[config.mk]
export PLATFORM = sky130hd
export DESIGN_NAME = lmsm_sequencer
export DESIGN_NICKNAME = d
export VERILOG_FILES = /design/src/rtl/lmsm_sequencer.sv
export SDC_FILE = /design/constraint.sdc
export NUM_CORES = 1
export LEC_CHECK = 0
export BUFFER_PORTS_ARGS = -buffer_cell sky130_fd_sc_hd__buf_2
export CAP_MARGIN = 15
export CELL_PAD_IN_SITES_DETAIL_PLACEMENT = 0
export CELL_PAD_IN_SITES_GLOBAL_PLACEMENT = 1
export CORE_MARGIN = 10
export CORE_UTILIZATION = 32
export CTS_CLUSTER_SIZE = 12
export DETAILED_ROUTE_END_ITERATION = 12
export PLACE_DENSITY = 0.79
export SLEW_MARGIN = 20
export SYNTH_ARGS = -nofsm -noshare
export SYNTH_HDL_FRONTEND = slang
export SYNTH_SLANG_ARGS = --single-unit
export TNS_END_PERCENT = 20
[constraint.sdc]
create_clock -name clk -period 1.68 [get_ports clk]
set_input_delay 0.084 -clock clk [delete_from_list [all_inputs] [get_ports clk]]
set_output_delay 0.084 -clock clk [all_outputs]
set_load 0.1 [all_outputs]
[src/rtl/lmsm_sequencer.sv]
// Load/store-multiple sequencer: walks a register bitmap in ascending order and moves each
// selected register to/from consecutive memory addresses through a ready-handshaked port.
module lmsm_sequencer #(
    parameter int unsigned NREG = 8,
    parameter int unsigned AW   = 16,
    parameter int unsigned DW   = 16,
    localparam int unsigned IW  = $clog2(NREG),
    localparam int unsigned CW  = $clog2(NREG + 1)
) (
    input  logic            clk,
    input  logic            rst_n,
    input  logic            start,
    input  logic            mode,
    input  logic [NREG-1:0] mask,
    input  logic [AW-1:0]   base_addr,
    output logic            mem_req,
    output logic            mem_we,
    output logic [AW-1:0]   mem_addr,
    output logic [DW-1:0]   mem_wdata,
    input  logic            mem_ready,
    input  logic [DW-1:0]   mem_rdata,
    output logic [IW-1:0]   rf_raddr,
    input  logic [DW-1:0]   rf_rdata,
    output logic            rf_we,
    output logic [IW-1:0]   rf_waddr,
    output logic [DW-1:0]   rf_wdata,
    output logic            busy,
    output logic            done,
    output logic [CW-1:0]   xfer_count
);

    localparam logic [2:0] IDLE = 3'd0;
    localparam logic [2:0] SCAN = 3'd1;
    localparam logic [2:0] ACC  = 3'd2;
    localparam logic [2:0] WB   = 3'd3;
    localparam logic [2:0] DONE = 3'd4;

    logic [2:0]      state_q, state_d;
    logic [NREG-1:0] pend_q, pend_d;
    logic [AW-1:0]   ptr_q, ptr_d;
    logic            mode_q, mode_d;
    logic [IW-1:0]   idx_q, idx_d;
    logic [CW-1:0]   cnt_q, cnt_d;
    logic [DW-1:0]   data_q, data_d;

    logic [IW-1:0]   low_idx;
    logic [NREG-1:0] pend_clr;

    // Priority pick of the lowest pending register; later (lower) indices overwrite.
    always_comb begin
        low_idx = '0;
        for (int i = NREG - 1; i >= 0; i--) begin
            if (pend_q[i]) begin
                low_idx = IW'(i);
            end
        end
    end

    assign pend_clr = pend_q & ~(NREG'(1) << idx_q);

    always_comb begin
        state_d = state_q;
        pend_d  = pend_q;
        ptr_d   = ptr_q;
        mode_d  = mode_q;
        idx_d   = idx_q;
        cnt_d   = cnt_q;
        data_d  = data_q;
        case (state_q)
            IDLE: begin
                if (start) begin
                    pend_d  = mask;
                    ptr_d   = base_addr;
                    mode_d  = mode;
                    cnt_d   = '0;
                    state_d = SCAN;
                end
            end
            SCAN: begin
                if (pend_q == '0) begin
                    state_d = DONE;
                end else begin
                    idx_d   = low_idx;
                    state_d = ACC;
                end
            end
            ACC: begin
                if (mem_ready) begin
                    if (mode_q) begin
                        pend_d  = pend_clr;
                        ptr_d   = ptr_q + AW'(1);
                        cnt_d   = cnt_q + CW'(1);
                        state_d = SCAN;
                    end else begin
                        data_d  = mem_rdata;
                        state_d = WB;
                    end
                end
            end
            WB: begin
                pend_d  = pend_clr;
                ptr_d   = ptr_q + AW'(1);
                cnt_d   = cnt_q + CW'(1);
                state_d = SCAN;
            end
            DONE: begin
                state_d = IDLE;
            end
            default: begin
                state_d = IDLE;
            end
        endcase
    end

    always_ff @(posedge clk or negedge rst_n) begin
        if (!rst_n) begin
            state_q <= IDLE;
            pend_q  <= '0;
            ptr_q   <= '0;
            mode_q  <= 1'b0;
            idx_q   <= '0;
            cnt_q   <= '0;
            data_q  <= '0;
        end else begin
            state_q <= state_d;
            pend_q  <= pend_d;
            ptr_q   <= ptr_d;
            mode_q  <= mode_d;
            idx_q   <= idx_d;
            cnt_q   <= cnt_d;
            data_q  <= data_d;
        end
    end

    // Outputs are decoded from registered state; data/address buses read zero when inactive.
    always_comb begin
        mem_req    = (state_q == ACC);
        mem_we     = mem_req & mode_q;
        mem_addr   = mem_req ? ptr_q : '0;
        mem_wdata  = mem_we ? rf_rdata : '0;
        rf_raddr   = idx_q;
        rf_we      = (state_q == WB);
        rf_waddr   = rf_we ? idx_q : '0;
        rf_wdata   = rf_we ? data_q : '0;
        busy       = (state_q != IDLE);
        done       = (state_q == DONE);
        xfer_count = cnt_q;
    end

    assert property (@(posedge clk) disable iff (!rst_n) !(mem_req && rf_we));

endmodule

==> results_dict.tcl <==
set metrics [dict create \
    fin_nets 525 \
    cts.clk_slew.worst_paths_ps 90 \
    setup-violations-final 33 \
    grt_pass1_wl_um 15700 \
    cp_slowest_cell "dfrtp_2" \
    cp_cell_sequence "nand2b_4 -> nor2_4 -> buf_12 -> and3_1 -> buf_12" \
    drc 0 \
    synth_area_per_cell_um2 9.38 \
    syn_inst 315 \
    run_status "complete, but fails checks" \
    avgRoutedWirePerCell_um 17.6 \
    place_inst 558 \
    ys_warn_count 0 \
    ys_seq_area_share_pct 43.2 \
    first_pass_iters 4 \
    fin_crit_ps 1770 \
    synthMuxAreaShare_pct 9.57 \
    numPortBuffers 123 \
    arrival_ps 1680 \
    h-tree-depth 2 \
    detail_route.wirelength_um 10100 \
    path_buf_inv 2 \
    start_util_pct 32.4 \
    slew_viol_final 0 \
    crit_path_end_kind "output port" \
    critPathMaxStageDelay_ps 440 \
    drive_gt1_share_pct 54.1 \
    ios 124 \
    fin_crit_sh_pct 105 \
    reg2reg_from "state_q[0]$_DFFE_PN0P_" \
    synth_area_um2 2950 \
    synth_top_flop_cell "dfrtp_1" \
    layout_common_cells "buf_2 (67), buf_12 (58), dfrtp_1 (49), buf_4 (35), nand2_1 (26)" \
    setup_slack_ps -88.0 \
    cts_buffers 5 \
    detail-route-antenna-nets 0 \
    synth.distinct_cells 51 \
    antenna_found_initial 0 \
    ys_ff_latch 51 \
    final_common_cell "buf_2" \
    grt_pass1_vias 3066 \
    core_um2 9110 \
    worstSkewPairLatency_ps 310 \
    via_per_inst 5.23 \
    die_y_um 116 \
    hold_violations 0 \
    place_ws_ps -31.5 \
    fmax_ghz 0.566 \
    cts_tree "yes" \
    fin_skew_ps 11.0 \
    grt_overflow 0 \
    syn2layout_area_growth_pct 73.4 \
    path_max_fanout 18 \
    tns_ps -2110 \
    yosys.area_share.adder_pct 0.847 \
    gp_congestion 0.878 \
    synth_fp_nets 378 \
    clock_path_buffers 2 \
    hp-class "in -> reg" \
    synth_xor_area_share_pct 0 \
    synth_simple_gate_area_share_pct 26.4 \
    cp.required_ps 1600 \
    synth-compound-area-share_pct 15.7 \
    diodes 0 \
    start_kind "flop" \
    rsz0062_at_grt "yes" \
    tightest_slew_ps 668 \
    num_rows 35 \
    cts_sinks 51 \
    synth_top_family_by_area "simple AND/OR/NAND/NOR gates" \
    vias 2995 \
    violations "negative setup slack" \
    drt_iter0_markers 226 \
    synth-async-reset-ratio_pct 100 \
    grt_max_degree 52 \
    dieWidth_um 116 \
    place_hpwl_um 7700 \
    cts-root-buf "clkbuf_8" \
    max-cap-violations 0 \
    cp_top_family "simple AND/OR/NAND/NOR gates" \
    hp-start "mem_rdata[3]" \
    cp_common_cell "buf_12" \
    crit_start "state_q[2]$_DFFE_PN0P_" \
    criticalPathCategory "reg -> out" \
    die_area_um2 13500 \
    synth-edff-count 0 \
    final_cell_count_no_fill 573 \
    relSlewSlack_pct 55.5 \
    track_usage_pct 14.5 \
]
## through the flow
stage	hold slack (ps)	utilization (%)	instance area (um2)
floorplan	-212	-	3010
global placement	242	52.4	4770
detailed placement	248	52.4	4770
CTS	2.97	55.1	5010
global route	0.583	56.2	5120
finish	7.84	56.2	5120
## metal layers
metal | global-route usage, % | up-vias | share of wire, %
li1 | - | 1439 | -
met1 | 16.8 | 1422 | 40
met2 | 24.1 | 125 | 48
met3 | 6.00 | 9 | 10
met4 | 3.75 | 0 | 1.3
met5 | 0 | - | 0
## cell type report
type / instances / area [um2]
clock buffers: 6 / 72.6
multi-input cells: 236 / 1760
fillers: 789 / 3990
inverters: 3 / 11.3
flip-flops and latches: 51 / 1280
repair buffers: 165 / 1830
clock inverters: 1 / 30.0
well taps: 111 / 139
## cells in the mapped netlist, drive strengths merged (2+ instances only)
| master | number | area (um2) |
|---|---|---|
| a31oi | 6 | 37.5 |
| nor3b | 2 | 15.0 |
| nor2 | 16 | 67.6 |
| nand2 | 26 | 97.6 |
| and2 | 20 | 126 |
| nor2b | 5 | 31.3 |
| and3 | 36 | 225 |
| and4 | 3 | 27.5 |
| nand3 | 5 | 25.0 |
| mux2i | 8 | 80.1 |
| o21ai | 17 | 85.1 |
| o22ai | 5 | 31.3 |
| mux2 | 18 | 203 |
| clkbuf | 13 | 48.8 |
| a2bb2oi | 2 | 17.5 |
| dfrtp | 51 | 1280 |
| nand4 | 6 | 52.6 |
| a32oi | 2 | 17.5 |
| inv | 3 | 11.3 |
| nor3 | 5 | 25.0 |
| ha | 2 | 25.0 |
| o31ai | 2 | 15.0 |
| a22oi | 2 | 15.0 |
| a21oi | 27 | 143 |
| or4 | 4 | 33.8 |
| buf | 12 | 66.3 |
| a21o | 2 | 15.0 |
## flip-flops by register name (all words and copies together) (netlist names)
name	flops
rf_raddr	3
mode_q	1
xfer_count	4
pend_q	8
ptr_q	16
state_q	3
data_q	16
## repair_timing
action | in CTS | in global routing
pin swaps | 4 | 16
endpoints found under the hold margin | 51 | 0
cloned | 0 | 2
endpoints found under the setup margin | 56 | 83
setup buffers | 3 | 2
hold buffers | 1 | 0
resized for setup | 24 | 19
## cell families (layout without fill, tap and decap cells)
family / count (synthesis) / after routing
adder cells (fa/ha/maj): 2 / 2
flip-flops: 51 / 51
multiplexers: 26 / 26
buffers and inverters: 28 / 175
AND/OR/NAND/NOR: 133 / 133
AO/OA/AOI/OAI: 75 / 75
## final timing paths
check	to	cells after the start	slack [ps]
max in group asynchronous	state_q[1]$_DFFE_PN0P_	3	780
worst min-delay path	data_q[3]$_DFFE_PN0P_	2	8
worst max register to register	ptr_q[9]$_DFFE_PN0P_	6	-10
worst max-delay path	mem_wdata[2]	5	-90
min in group asynchronous	data_q[4]$_DFFE_PN0P_	3	430
worst min register to register	xfer_count[3]$_DFFE_PN0P_	1	490
Power is left out: the tool's default activity adds up to more than one toggle a clock period on the data nets, which glitch-free logic cannot reach.
